**src/rtl/sc_scbc_reg_pkg.sv**
```systemverilog
// Shared types and constants for the scbc frame-timer register root.
// Latency: n/a (types, constants and pure helpers only).
// Backpressure: n/a.
package sc_scbc_reg_pkg;

    // Frame timer control states.
    typedef enum logic [1:0] {
        FT_IDLE  = 2'd0,
        FT_START = 2'd1,
        FT_RUN   = 2'd2
    } ftcState_t;

    // Highest frame number before the counter wraps to zero.
    localparam logic [15:0] FM_NUM11_MAX = 16'h07FF;
    localparam logic [15:0] FM_NUM16_MAX = 16'hFFFF;

    // Next frame number at a frame boundary.
    // The 11-bit form always clears bits 15:11, even if they were set in 16-bit mode.
    function automatic logic [15:0] ftc_next_frnum(input logic [15:0] num, input logic nmode16);
        logic [15:0] nxt;
        if (nmode16) begin
            nxt = (num == FM_NUM16_MAX) ? 16'h0000 : (num + 16'h0001);
        end else begin
            nxt = ({5'b00000, num[10:0]} == FM_NUM11_MAX) ? 16'h0000
                                                          : {5'b00000, (num[10:0] + 11'h001)};
        end
        return nxt;
    endfunction

    // Software-written frame number, masked to the active numbering width.
    function automatic logic [15:0] ftc_mask_frnum(input logic [15:0] num, input logic nmode16);
        return nmode16 ? num : {5'b00000, num[10:0]};
    endfunction

endpackage

```
**src/rtl/sc_scbc_frame_timer.sv**
```systemverilog
// USB host frame timer: down-counts the frame interval, advances fmNumber, raises one SOF request per frame.
// Latency: all outputs registered; first SOF_REQ two cycles after FM_ENABLE rises, then one per IVL+1 cycles.
// Backpressure: SOF_REQ held until SOF_ACK; a boundary with the request still pending pulses SOF_OVERRUN.
// Optional end-of-frame guard output enabled by defining SC_SCBC_FTC_EOF_GUARD_EN.
module sc_scbc_frame_timer
    import sc_scbc_reg_pkg::*;
#(
    parameter logic [15:0] MIN_INTERVAL = 16'h0100,
    parameter logic [15:0] EOF_GUARD    = 16'd1200
) (
    input  logic        CLK,
    input  logic        RESET,
    input  logic        FM_ENABLE,
    input  logic [15:0] FM_INTERVAL,
    input  logic        FM_NMODE,
    input  logic        FMN_WE,
    input  logic [15:0] FMN_WDATA,
    output logic [15:0] FM_REMAINING,
    output logic        FM_RTOGGLE,
    output logic [15:0] FM_NUMBER,
    output logic        FM_ACTIVE,
    output logic        SOF_REQ,
    output logic [10:0] SOF_FRNUM,
    input  logic        SOF_ACK,
    output logic        SOF_OVERRUN,
    output logic        FM_EOF_GUARD
);

    ftcState_t   state_q, state_d;
    logic [15:0] remaining_q, remaining_d;
    logic [15:0] number_q, number_d;
    logic        rtoggle_q, rtoggle_d;
    logic        sof_req_q, sof_req_d;
    logic        overrun_q, overrun_d;

    logic [15:0] ivl;
    logic        start_load;
    logic        boundary;

    // Effective interval, clamped from below; only consumed on a counter load.
    assign ivl = (FM_INTERVAL < MIN_INTERVAL) ? MIN_INTERVAL : FM_INTERVAL;

    // Load events. A falling FM_ENABLE overrides both so nothing is loaded on the way out.
    assign start_load = FM_ENABLE && (state_q == FT_START);
    assign boundary   = FM_ENABLE && (state_q == FT_RUN) && (remaining_q == 16'h0000);

    // Next-state logic: disable returns to IDLE from anywhere.
    always_comb begin
        state_d = state_q;
        if (!FM_ENABLE) begin
            state_d = FT_IDLE;
        end else begin
            case (state_q)
                FT_IDLE:  state_d = FT_START;
                FT_START: state_d = FT_RUN;
                FT_RUN:   state_d = FT_RUN;
                default:  state_d = FT_IDLE;
            endcase
        end
    end

    // Counter, frame number, toggle and SOF handshake next values.
    always_comb begin
        remaining_d = 16'h0000;
        number_d    = number_q;
        rtoggle_d   = rtoggle_q;
        sof_req_d   = sof_req_q;
        overrun_d   = 1'b0;

        // Interval counter: zero outside START/RUN, reload on start or boundary, else count down.
        if (start_load || boundary) begin
            remaining_d = ivl;
        end else if (FM_ENABLE && (state_q == FT_RUN)) begin
            remaining_d = remaining_q - 16'h0001;
        end

        // Software write wins over a same-cycle boundary, suppressing its increment.
        // Otherwise an 11-bit mode switch clears the upper bits on the next cycle.
        if (FMN_WE) begin
            number_d = ftc_mask_frnum(FMN_WDATA, FM_NMODE);
        end else if (boundary) begin
            number_d = ftc_next_frnum(number_q, FM_NMODE);
        end else begin
            number_d = ftc_mask_frnum(number_q, FM_NMODE);
        end

        if (boundary) begin
            rtoggle_d = ~rtoggle_q;
        end

        // Request: raise on start or boundary (even if acked that cycle), drop after ack,
        // abandon on disable. An unacked request at a boundary is overwritten and flagged.
        if (!FM_ENABLE) begin
            sof_req_d = 1'b0;
        end else if (start_load || boundary) begin
            sof_req_d = 1'b1;
        end else if (sof_req_q && SOF_ACK) begin
            sof_req_d = 1'b0;
        end

        overrun_d = boundary && sof_req_q && !SOF_ACK;
    end

    // State and datapath registers with synchronous reset.
    always_ff @(posedge CLK) begin
        if (RESET) begin
            state_q     <= FT_IDLE;
            remaining_q <= 16'h0000;
            number_q    <= 16'h0000;
            rtoggle_q   <= 1'b0;
            sof_req_q   <= 1'b0;
            overrun_q   <= 1'b0;
        end else begin
            state_q     <= state_d;
            remaining_q <= remaining_d;
            number_q    <= number_d;
            rtoggle_q   <= rtoggle_d;
            sof_req_q   <= sof_req_d;
            overrun_q   <= overrun_d;
        end
    end

`ifdef SC_SCBC_FTC_EOF_GUARD_EN
    logic eof_guard_q, eof_guard_d;

    // Guard is computed from next-cycle values so it lines up with FM_REMAINING.
    always_comb begin
        eof_guard_d = (state_d == FT_RUN) && (remaining_d < EOF_GUARD);
    end

    // End-of-frame guard register.
    always_ff @(posedge CLK) begin
        if (RESET) begin
            eof_guard_q <= 1'b0;
        end else begin
            eof_guard_q <= eof_guard_d;
        end
    end
`else
    logic eof_guard_q;
    logic unused_eof_guard;

    // Feature disabled: no comparator, output tied low.
    assign eof_guard_q      = 1'b0;
    assign unused_eof_guard = ^EOF_GUARD;
`endif

    // Output decode from registered state.
    always_comb begin
        FM_REMAINING = remaining_q;
        FM_RTOGGLE   = rtoggle_q;
        FM_NUMBER    = number_q;
        FM_ACTIVE    = (state_q == FT_RUN);
        SOF_REQ      = sof_req_q;
        SOF_FRNUM    = number_q[10:0];
        SOF_OVERRUN  = overrun_q;
        FM_EOF_GUARD = eof_guard_q;
    end

endmodule

```
**config.mk**
```make
export PLATFORM = sky130hd
export DESIGN_NAME = sc_scbc_frame_timer
export DESIGN_NICKNAME = d
export VERILOG_FILES = /design/src/rtl/sc_scbc_reg_pkg.sv /design/src/rtl/sc_scbc_frame_timer.sv
export SDC_FILE = /design/constraint.sdc
export NUM_CORES = 1
export LEC_CHECK = 0
export CAP_MARGIN = 40
export CORE_MARGIN = 3
export CORE_UTILIZATION = 25
export CTS_CLUSTER_DIAMETER = 80
export DETAILED_ROUTE_END_ITERATION = 6
export PLACE_DENSITY = 0.53
export SETUP_SLACK_MARGIN = 0.2
export SYNTH_ARGS = -nofsm -noshare
export SYNTH_HDL_FRONTEND = slang
export SYNTH_SLANG_ARGS = --single-unit
```
**constraint.sdc**
```tcl
create_clock -name CLK -period 3.22 [get_ports CLK]
set_clock_uncertainty 0.1 [all_clocks]
set_input_delay 0.805 -clock CLK [delete_from_list [all_inputs] [get_ports CLK]]
set_output_delay 0.805 -clock CLK [all_outputs]
set_load 0.03 [all_outputs]
```
After elaboration in Yosys (flattened, before gate mapping)

Cells that the tools add are included.

Add/sub/neg operators: 3
Magnitude comparators: 1
Eq/ne operators: 5
Muxes and demuxes: 13
Bitwise gates (word level): 2
Reduce and logical (&&, ||, !) cells: 14

Operators with widths:

| kind                                                   | count |
|---|---|
| two-way mux 16 bit                                     | 9 |
| adder 16 x 1 -> 16 bit (second input constant)         | 1 |
| == test 16 bit (second input constant)                 | 1 |
| zero test 16 bit                                       | 1 |
| < comparator 16 x 9 -> 1 bit (second input constant)   | 1 |
| subtractor 16 x 1 -> 16 bit (second input constant)    | 1 |
| adder 11 x 1 -> 11 bit (second input constant)         | 1 |
| == test 11 bit (second input constant)                 | 1 |
| two-way mux 11 bit                                     | 1 |
| logical AND 1 bit                                      | 6 |
| one-hot mux 2 bit (2 select lines)                     | 1 |
| nonzero test 2 bit                                     | 2 |
| OR reduction 2 bit                                     | 2 |
| inequality test 3 x 1 -> 1 bit (second input constant) | 1 |
| == test 2 x 1 -> 1 bit (second input constant)         | 1 |
| == test 2 bit (second input constant)                  | 1 |
| zero test 2 bit                                        | 1 |
| two-way mux 1 bit                                      | 2 |
| NOT 1 bit                                              | 2 |
| zero test 1 bit                                        | 1 |
| logical OR 1 bit                                       | 1 |

Register bits: 37
Input bits: 38
Output and inout port bits: 48
Word-level logic and storage cells: 45

Logic depth before layout (Yosys ltp)

Gate-level depths: netlist of the first run.

Depth after elaboration: 5
Depth in mapped cells: 8
Depth with buffers taken out: 7

Worst setup path before layout of the first run

No wires, ideal clock.

Path kind: register -> register
Start point: register remaining_q[0], in the netlist FM_REMAINING[0]
End point: register remaining_q[0], in the netlist FM_REMAINING[0]
Library setup time: 73 ps
Arrival time: 1989 ps
Required time: 3047 ps
Slack: 1058 ps
Cell stages (with the launch flop): 9
Path buffers: 1
Clock period less this slack: 2162 ps
Cells stage by stage: dfxtp_1 inv_1 ha_1 nor4b_1 and4b_1 a211oi_2 nand2b_1 buf_2 o2bb2ai_1

Longest elaborated chain between the ends: 4
Elaborated cells on any way between the ends: 6
Classes of those cells: add/sub (1); mux (2); reduce/logical (3)

Ends and longest elaborated chain:

| what                                                                                | RTL line                   | source |
|---|---|---|
| start, declared                                                                     | sc_scbc_frame_timer.sv:30  | `logic [15:0] remaining_q, remaining_d;` |
| start signal, assigned                                                              | sc_scbc_frame_timer.sv:115 | `remaining_q <= remaining_d;` |
| parallel branches: the longest is 3 deep, another holds subtractor 16 x 1 -> 16 bit | -                          |  |
| two-way mux 16 bit (*)                                                              | sc_scbc_frame_timer.sv:71  | `if (start_load \|\| boundary) begin` |

Mark *: on every way between the ends.
A chain may end at the register's enable or synchronous reset.

Worst setup path after layout of the first run

Start point: input port FM_ENABLE
End point: register remaining_q[2], in the netlist FM_REMAINING[2]

Longest elaborated chain between the ends: 4
Elaborated cells on any way between the ends: 6
Classes of those cells: mux (2); reduce/logical (4)

Ends and longest elaborated chain:

| what                   | RTL line                                             | source |
|---|---|---|
| start, declared        | sc_scbc_frame_timer.sv:13                            | `input logic FM_ENABLE,` |
| logical AND 1 bit      | sc_scbc_frame_timer.sv:45, sc_scbc_frame_timer.sv:73 |  |
| logical AND 1 bit      | sc_scbc_frame_timer.sv:45                            | `assign boundary = FM_ENABLE && (state_q == FT_RUN) && (remaining_q == 16'h0000);` |
| logical OR 1 bit       | sc_scbc_frame_timer.sv:71                            |  |
| two-way mux 16 bit (*) | sc_scbc_frame_timer.sv:71                            |  |

Mark *: on every way between the ends. The rest lies on a longest branch, timed or not.

==> summary.txt, run 1 <==
Outcome
  • Status: finished clean

Power and ir drop
  • Peak VDD IR: 0.1947 mV
  • Cell Int Power: 788.4 uW
  • Sw Pwr: 373.5 uW
  • Seq pwr share: a little over two fifths
  • PwrDens: 355.9 nW/um2
  • LEAKAGE: 1.192 nW
  • Switching Share: 32.14%
  • Clock power frac: 27.7%
  • Part of the power in combinational logic: 28.2%

Clock tree
  • CTS sink count: 37
  • Post-CTS setup buffers: 0
  • CTS tree: built
  • CTS Hold Buffers Added: 0
  • TritonCTS buffer count: 5
  • Clock slew at reported path FFs: around 0.08 ns
  • H-tree Lvls: 2
  • Root buffer cell: clkbuf_8
  • Cts repair resizes: 0
  • Clk buf depth: 2
  • Worst-skew pair later-pin latency: about 0.29 ns

Synth
  • Mapped cell area: 2275 um2
  • Syn_area_per_cell: 8.212 um2
  • Synth Register Bits: 37
  • Netlist cell types: 42
  • Sequential-to-total area share from yosys stat: around a third
  • Post-Syn Nets: 321
  • Yosys warning total: 0
  • Syn Inst Count: approximately 280

Critical path
  • CP delay by family, top: simple AND/OR/NAND/NOR gates
  • Critical path class: primary input to flip-flop
  • CP required: 3.34 ns
  • CP peak stage delay: 0.54 ns
  • RR Endpoint: FM_NUMBER[3]
  • Startpoint types: primary input
  • Worst setup path startpoint: FM_ENABLE
  • Reg2Reg Depth: 7
  • FF-to-FF setup slack: between 1 and 1.5 ns
  • Crit end category: flip-flop
  • RR Startpoint: FM_NUMBER[0]
  • Worst Path Arrival: 2.72 ns
  • Worst path depth: 6
  • Crit-path cells: clkdlybuf4s50_1, nor4bb_1, and4b_1, nand2_1, a211oi_4, o2bb2ai_1
  • Crit-path slowest cell: clkdlybuf4s50_1
  • CP bufs+invs: 1
  • Crit-path max FO: 8

GRT
  • Vias in the first global route: 2267
  • Largest net degree at the start of global routing: 21
  • GRT Overall Usage: around 14%
  • Initial antenna violation count: 0
  • First-pass GRT wire length: 11250 um
  • Final global-route overflow total: 0

STA
  • Post-route clock period utilization: about four fifths
  • Setup_tns: 0 ns
  • Slew HR: between 50% and 60%
  • WHS: 0.3892 ns
  • RSZ-0062 raised after global routing: no
  • Pins Over Slew Limit: 0
  • Tightest Pin Transition: 0.6085 ns
  • Fmax: 385.5 MHz
  • Final Hold Fails: 0
  • # setup viols final: 0
  • Final min period: 2.594 ns

Die
  • Num rows: 34
  • Starting Density: 25.96%
  • Die X-Extent: 101.4 um
  • Die height: slightly above 100 um
  • Area of the core: 8763 um2
  • Die area: 10280 um2
  • Top-Level Pins: 86

Detailed routing
  • Residual DRC: 0
  • Routed WL: 6830 um
  • Via-to-Cell Ratio: 4.963
  • Routed Antenna Nets: 0
  • DR pass1 iterations: 5
  • Starting DRT DRC Count: 79
  • Vias post-DR: 2298
  • DR WL/cell: 14.75 um

Finish
  • Commonest non-fill, non-tap cells in the layout: 84 x clkdlybuf4s50_1, 37 x dfxtp_1, 21 x nor2_1
  • Number of diodes: 0
  • Area Growth Syn to Fin: 43.51%
  • Fraction of layout instances using a drive strength above 1: 6.197%
  • Fin nets: around 400
  • Commonest non-fill, non-tap cell in the layout: clkdlybuf4s50_1
  • Fill count: 902

Hold path
  • Origin of the worst min-delay path: SOF_REQ
  • Worst min path class: flip-flop to flip-flop
  • Hold depth: 2
  • WHS Endpoint: SOF_OVERRUN

Placed design
  • Final HPWL from detailed placement: 5193 um
  • IO Port Bufs: 84
  • Gpl congestion: 0.7940

Job
  • Max-Cap Viols: 0
## worst register-to-register path, stage by stage, from the launching register on
cell and delay [ns]:
dfxtp_1 0.48, ha_1 0.25, and3_1 0.22, nor2b_1 0.38, a21oi_1 0.12, buf_4 0.19, a32oi_1 0.17, o21ai_0 0.10
## synth_stat cells (all sizes together)
cell type,number,area [um2]
a22oi,10,75.07
o21a,7,52.55
a211oi,2,32.53
and3,3,18.77
xnor2,18,157.7
nor3,5,25.02
nor2b,6,37.54
inv,19,71.32
a221oi,3,26.28
buf,16,110.1
o21ai,7,35.03
nand4b,3,26.28
nand4,15,93.84
a21oi,20,100.1
and4b,2,20.02
o22ai,4,25.02
and4,2,17.52
xor2,6,52.55
clkbuf,7,26.28
nand2,13,48.80
conb,1,3.750
ha,6,75.07
and2,1,6.260
nor2,21,78.83
a32oi,3,26.28
o2bb2ai,8,70.07
or4,2,15.01
nor4,5,52.55
nor3b,3,22.52
nand3,11,55.05
or2,2,12.51
a31oi,1,6.260
dfxtp,37,740.7
nand2b,5,31.28
nand3b,1,7.510
nor4b,1,8.760
nor4bb,1,10.01
## stage by stage
step                      setup slack (ns)  total power [mW]  instance area (um2)  utilization (%)  cells
after global routing                0.4362             1.231                 3264            37.25    463
after global placement              0.4251            0.8501                 3182            36.31    455
after CTS                           0.6567             1.180                 3264            37.25    463
after detailed placement            0.3389            0.8510                 3182            36.31    455
after floorplan                      1.058            0.7182                 2275                -    277
final                               0.6261             1.162                 3264            37.25    463
## per-layer routing
layer,wire (um),GRT usage (%),up-vias
met4,32,3.579,0
met2,2958,21.48,98
met5,0,0,-
met1,3278,18.82,1055
met3,560,3.444,3
li1,-,-,1142
## cell type report
cell class              instances  area [um2]  area share (%)
well taps                     108       135.1           4.140
repair buffers                 93       908.4           27.83
clock inverters                 2       10.01          0.3066
flip-flops and latches         37       740.7           22.69
inverters                      19       71.32           2.185
clock buffers                   6       72.57           2.223
multi-input cells             198        1326           40.63
## power by group through the flow
stage	sequential [mW]	combinational [mW]	clock [mW]
finish	0.512	0.328	0.322
detailed placement	0.522	0.329	0
CTS	0.512	0.331	0.337
global placement	0.522	0.328	0
floorplan	0.551	0.167	0
global route	0.517	0.357	0.358
## cells by family after synthesis
group           share of synthesized area (%)
buf+inv                                 9.131
other cells                            0.1649
compound gates                          19.75
fa+ha+maj                               3.300
flops                                   32.56
xor+xnor                                9.241
simple gates                            25.85
## flip-flops by register name, summed over array words and instances, names as in the netlist
signal        cells
FM_NUMBER        16
state_q           2
FM_REMAINING     16
FM_RTOGGLE        1
SOF_REQ           1
SOF_OVERRUN       1
## worst max-delay path by stage
| stage | endpoint | slack, ns |
|---|---|---|
| after detailed placement | FM_REMAINING[7] | 0.34 |
| after global routing | FM_NUMBER[0] | 0.44 |
| final | FM_REMAINING[2] | 0.63 |
| after global placement | FM_REMAINING[7] | 0.43 |
| after CTS | FM_REMAINING[2] | 0.66 |
| after floorplan | FM_REMAINING[0] | 1.06 |
Note: power is estimated with default switching activity, not from simulation.
==> run 2, diff against run 1 <==
clock period = 2.6 ns   (was 3.22 ns; I/O delays follow)
==> run 2 against run 1 <==
Highest routed layer unchanged. Utilization rose by 0.90 points. Design area rose by 2.4%. Global-route usage rose by 0.55 points.
==> summary.txt, run 2 (synthesis gave the netlist of run 1 again) <==
Outcome
  • Status: finished clean (unchanged)

Clock tree
  • TritonCTS buffer count: 5 (unchanged)
  • Root buffer cell: clkbuf_8 (unchanged)
  • CTS tree: built (unchanged)
  • Clock slew at reported path FFs: 0.08 ns (about the same)
  • Clk buf depth: 2 (unchanged)
  • CTS sink count: 37 (unchanged)
  • H-tree Lvls: 2 (unchanged)
  • Worst-skew pair later-pin latency: 0.30 ns (was 0.29 ns)
  • CTS Hold Buffers Added: 0 (unchanged)

Die
  • Num rows: 34 (unchanged)
  • Top-Level Pins: 86 (unchanged)
  • Die X-Extent: 101.4 um (unchanged)
  • Area of the core: 8763 um2 (unchanged)
  • Die area: 10280 um2 (unchanged)
  • Die height: 101.4 um (unchanged)
  • Starting Density: 25.96% (unchanged)

GRT
  • GRT Overall Usage: 14.27% (was 13.71%)
  • First-pass GRT wire length: 11730 um (was 11250 um)
  • Final global-route overflow total: 0 (unchanged)
  • Vias in the first global route: 2351 (was 2267)
  • Initial antenna violation count: 0 (unchanged)
  • Largest net degree at the start of global routing: 19 (was 21)

Power and ir drop
  • Peak VDD IR: 0.1763 mV (was 0.1947 mV)
  • LEAKAGE: 1.245 nW (was 1.192 nW)
  • PwrDens: 435.0 nW/um2 (was 355.9 nW/um2)

Placed design
  • Gpl congestion: 0.8474 (was 0.7940)
  • Final HPWL from detailed placement: 5311 um (was 5193 um)
  • IO Port Bufs: 84 (unchanged)
  • Placed cells: 464 (was 455)

Critical path
  • Worst Path Arrival: 1.56 ns (was 2.72 ns)
  • CP peak stage delay: 0.74 ns (was 0.54 ns)
  • Crit-path cells: clkdlybuf4s50_1 (was clkdlybuf4s50_1, nor4bb_1, and4b_1, nand2_1, a211oi_4, o2bb2ai_1)
  • CP required: 1.85 ns (was 3.34 ns)
  • Crit-path max FO: 10 (was 8)
  • CP bufs+invs: 1 (unchanged)
  • Crit-path slowest cell: clkdlybuf4s50_1 (unchanged)
  • Critical path class: flip-flop to output pin (was primary input to flip-flop)
  • Startpoint types: flip-flop (was primary input)
  • Crit end category: output pin (was flip-flop)
  • CP delay by family, top: buffers and inverters (was simple AND/OR/NAND/NOR gates)

Finish
  • Number of diodes: 0 (unchanged)
  • Multi-input logic area: 1339 um2 (was 1326 um2)
  • Fraction of layout instances using a drive strength above 1: 9.066% (was 6.197%)
  • Total area of sequential cells: 740.7 um2 (unchanged)
  • Commonest non-fill, non-tap cell in the layout: clkdlybuf4s50_1 (unchanged)
  • Fin nets: 407 (was 398)
  • Area Growth Syn to Fin: 46.97% (was 43.51%)
  • Final non-filler cell total: 472 (was 463)
  • Fill count: 899 (was 902)
  • Commonest non-fill, non-tap cells in the layout: 83 x clkdlybuf4s50_1, 37 x dfxtp_1, 21 x nor2_1 (was 84 x clkdlybuf4s50_1, 37 x dfxtp_1, 21 x nor2_1)

Hold path
  • Worst min path class: flip-flop to flip-flop (unchanged)

STA
  • Pins Over Slew Limit: 0 (unchanged)
  • WHS: 0.3871 ns (was 0.3892 ns)
  • Post-route clock period utilization: 88.73%
  • Final Hold Fails: 0 (unchanged)
  • Final min period: ~2.3 ns
  • RSZ-0062 raised after global routing: no (unchanged)
  • Setup_tns: 0 ns (unchanged)
  • Fmax: ~430 MHz
  • Tightest Pin Transition: 0.4898 ns (was 0.6085 ns)
  • # setup viols final: 0 (unchanged)
  • Slew HR: 67.08% (was 59.31%)

Detailed routing
  • Routed WL: 7049 um (was 6830 um)
  • DR WL/cell: 14.93 um (was 14.75 um)
  • Starting DRT DRC Count: 77 (was 79)
  • Vias post-DR: 2355 (was 2298)
  • Via-to-Cell Ratio: 4.989 (was 4.963)
  • Routed Antenna Nets: 0 (unchanged)
  • Residual DRC: 0 (unchanged)
  • DR pass1 iterations: 4 (was 5)

Job
  • Max-Cap Viols: 0 (unchanged)
run 2: area by class of cell:
cell class | instances | share of cell area (%)
clock buffers | 6 | 2.171
clock inverters | 2 | 0.2994
inverters | 19 | 2.133
multi-input cells | 198 | 40.04
flip-flops and latches | 37 | 22.16
well taps | 108 | 4.042
repair buffers | 102 | 29.15
run 2: final timing paths:
path	slack (ns)	from	endpoint	cells past startpoint
setup / recovery	0.29	FM_NUMBER[7]	SOF_FRNUM[7]	1
hold / removal	0.39	SOF_REQ	SOF_OVERRUN	2
setup reg to reg	0.47	FM_NUMBER[0]	FM_NUMBER[0]	8
hold reg to reg	0.39	SOF_REQ	SOF_OVERRUN	2
run 2: per-layer routing:
metal  vias to the layer above  global-route usage [%]  wire length [um]
met3                         5                   3.581               527
met1                      1099                   19.71              3435
met5                         -                       0                 0
met2                        88                   22.13              3030
met4                         0                   3.783                55
li1                       1163                       -                 -
run 2: power by group:
group	switching, mW	leakage, nW	total [mW]	internal (mW)
Clock	0.219	0.0450	0.406	0.186
Combinational	0.211	0.897	0.414	0.203
Sequential	0.0424	0.303	0.634	0.592
Total	0.473	1.24	1.45	0.981
run 2: repair_timing:
item                       in CTS  in global routing
resized for setup               1                  2
buffers inserted                0                  0
setup endpoints to repair       1                  1
run 2: through the flow:
step                instance area [um2]  util, %  power, mW  setup slack, ns
floorplan                          2275        -     0.8895           0.4382
global placement                   3249    37.08      1.058          0.09129
detailed placement                 3249    37.08      1.060          0.02957
CTS                                3331    38.01      1.465           0.2897
global route                       3343    38.15      1.531           0.2247
finish                             3343    38.15      1.454           0.2931
==> run 3, diff against run 2 <==
CORE_ASPECT_RATIO = 0.6   (was not set)
SLEW_MARGIN = 15   (was not set)
==> run 3 against run 2 <==
Sequential share of layout area decreased by 0.57 points. Sequential power about the same. Critical path depth unchanged. Clock power increased by 76%. Setup slack improved by 0.016 ns. Combinational power about the same. Die area increased by 0.37%. Cell count increased by 0.42%. Register-to-register slack got worse by 0.08 ns. Fmax increased by 0.69%. Critical path type unchanged.
==> summary.txt, run 3 (synthesis gave the netlist of run 1 again) <==
Outcome
  • Status: finished clean (unchanged)

Die
  • Starting Density: 26.19% (was 25.96%)
  • Die X-Extent: 129.1 um (was 101.4 um)
  • Num rows: 26 (was 34)
  • Die area: 10320 um2 (was 10280 um2)
  • Area of the core: 8686 um2 (was 8763 um2)
  • Top-Level Pins: 86 (unchanged)
  • Die height: 79.89 um (was 101.4 um)

Clock tree
  • Clk buf depth: 2 (unchanged)
  • TritonCTS buffer count: 5 (unchanged)
  • Worst-skew pair later-pin latency: 0.27 ns (was 0.30 ns)
  • H-tree Lvls: 2 (unchanged)
  • Clock slew at reported path FFs: 0.06 ns (was 0.08 ns)
  • CTS Hold Buffers Added: 0 (unchanged)
  • CTS tree: built (unchanged)
  • CTS sink count: 37 (unchanged)
  • Root buffer cell: clkbuf_16 (was clkbuf_8)

Detailed routing
  • Via-to-Cell Ratio: 4.819 (was 4.989)
  • DR WL/cell: 15.55 um (was 14.93 um)
  • DR pass1 iterations: 4 (unchanged)
  • Residual DRC: 0 (unchanged)
  • Vias post-DR: 2284 (was 2355)
  • Routed Antenna Nets: 0 (unchanged)
  • Routed WL: 7369 um (was 7049 um)
  • Starting DRT DRC Count: 177 (was 77)

Placed design
  • Placed cells: 466 (was 464)
  • Gpl congestion: 0.7489 (was 0.8474)
  • Final HPWL from detailed placement: 5675 um (was 5311 um)
  • IO Port Bufs: 84 (unchanged)

Hold path
  • Origin of the worst min-delay path: FM_REMAINING[0] (was SOF_REQ)
  • Worst min path class: flip-flop to flip-flop (unchanged)

STA
  • Slew HR: 63.40% (was 67.08%)
  • Post-route clock period utilization: 88.12% (was 88.73%)
  • Fmax: 436.5 MHz (was 433.5 MHz)
  • Pins Over Slew Limit: 0 (unchanged)
  • RSZ-0062 raised after global routing: no (unchanged)
  • # setup viols final: 0 (unchanged)
  • Final min period: 2.291 ns (was 2.307 ns)
  • Final Hold Fails: 0 (unchanged)
  • Tightest Pin Transition: 0.5445 ns (was 0.4898 ns)

Power and ir drop
  • Sw Pwr: 491.4 uW (was 472.9 uW)
  • Part of the power in combinational logic: 23.5% (was 28.5%)
  • Switching Share: 27.82% (was 32.52%)
  • Seq pwr share: 36.1% (was 43.6%)
  • Peak VDD IR: 0.2815 mV (was 0.1763 mV)
  • Power Total: 1.766 mW (was 1.454 mW)
  • Cell Int Power: 1.275 mW (was 981.4 uW)
  • LEAKAGE: 1.301 nW (was 1.245 nW)
  • PwrDens: 514.6 nW/um2 (was 435.0 nW/um2)
  • Clock power frac: 40.5% (was 27.9%)

Finish
  • Number of diodes: 0 (unchanged)
  • Area Growth Syn to Fin: 50.88% (was 46.97%)
  • Fin nets: 405 (was 407)
  • Layout Utilization: 39.51% (was 38.15%)
  • Commonest non-fill, non-tap cell in the layout: clkdlybuf4s50_1 (unchanged)
  • Commonest non-fill, non-tap cells in the layout: 82 x clkdlybuf4s50_1, 37 x dfxtp_1, 21 x nor2_1 (was 83 x clkdlybuf4s50_1, 37 x dfxtp_1, 21 x nor2_1)
  • Final non-filler cell total: 474 (was 472)
  • Fraction of layout instances using a drive strength above 1: 8.287% (was 9.066%)

GRT
  • First-pass GRT wire length: 11700 um (was 11730 um)
  • Vias in the first global route: 2244 (was 2351)
  • GRT Overall Usage: 14.34% (was 14.27%)
  • Final global-route overflow total: 0 (unchanged)
  • Initial antenna violation count: 0 (unchanged)
  • Global route hottest layer: met1 (was met2)
  • Met3 Usage GRT: 3.810% (was 3.581%)
  • Routing usage on met1: 22.13% (was 19.71%)
  • Largest net degree at the start of global routing: 26 (was 19)
  • Met2 Resource Use GR: 19.52% (was 22.13%)

Critical path
  • Crit-path max FO: 10 (unchanged)
  • Worst setup path startpoint: FM_NUMBER[7] (unchanged)
  • CP bufs+invs: 1 (unchanged)
  • Worst Path Arrival: 1.54 ns (was 1.56 ns)
  • RR Startpoint: FM_REMAINING[10] (was FM_NUMBER[0])
  • Crit-path cells: clkdlybuf4s50_1 (unchanged)
  • CP peak stage delay: 0.74 ns (about the same)
  • Crit-path slowest cell: clkdlybuf4s50_1 (unchanged)
  • CP required: 1.85 ns (about the same)
  • CP delay by family, top: buffers and inverters (unchanged)
  • Startpoint types: flip-flop (unchanged)
  • Critical path class: flip-flop to output pin (unchanged)
  • Crit end category: output pin (unchanged)

Job
  • Max-Cap Viols: 0 (unchanged)
run 3: layout make-up:
class                   instances  area [um2]
fillers                       890        5254
well taps                     112       140.1
inverters                      19       71.32
clock buffers                   7       142.6
multi-input cells             198        1341
flip-flops and latches         37       740.7
repair buffers                100       965.9
clock inverters                 1       30.03
run 3: final timing paths:
kind | endpoint | slack (ns) | cells past startpoint
max reg2reg | FM_NUMBER[10] | 0.39 | 6
max | FM_NUMBER[7] | 0.31 | 1
min reg2reg | FM_REMAINING[0] | 0.41 | 1
min | FM_REMAINING[0] | 0.41 | 1
run 3: through the flow:
step | TNS [ns] | area (um2) | hold WS [ns] | setup slack [ns]
5_1_grt | 0 | 3432 | 0.4524 | 0.2347
3_3_place_gp | -1.388 | 3239 | 0.3851 | -0.1207
4_1_cts | 0 | 3418 | 0.4099 | 0.2072
2_1_floorplan | 0 | 2275 | 0.4964 | 0.4382
3_5_place_dp | -1.758 | 3239 | 0.3932 | -0.1509
6_report | 0 | 3432 | 0.4113 | 0.3089
run 3: power by group through the flow:
| stage | clock, mW | sequential (mW) | combinational, mW |
|---|---|---|---|
| CTS | 0.729 | 0.636 | 0.417 |
| global route | 0.755 | 0.643 | 0.449 |
| finish | 0.715 | 0.637 | 0.415 |
| global placement | 0 | 0.647 | 0.411 |
| floorplan | 0 | 0.683 | 0.207 |
| detailed placement | 0 | 0.648 | 0.414 |
run 3: layer usage:
layer / wire length, um / part of all wire [%]
met4: 24 / 0.33
met2: 2815 / 38
met1: 4098 / 56
met3: 431 / 5.8
met5: 0 / 0
run 3: what timing repair did:
action                                  CTS  global route
setup buffers                             0             0
resized for setup                         1             3
pin swaps                                 0             1
endpoints found under the setup margin    4            21
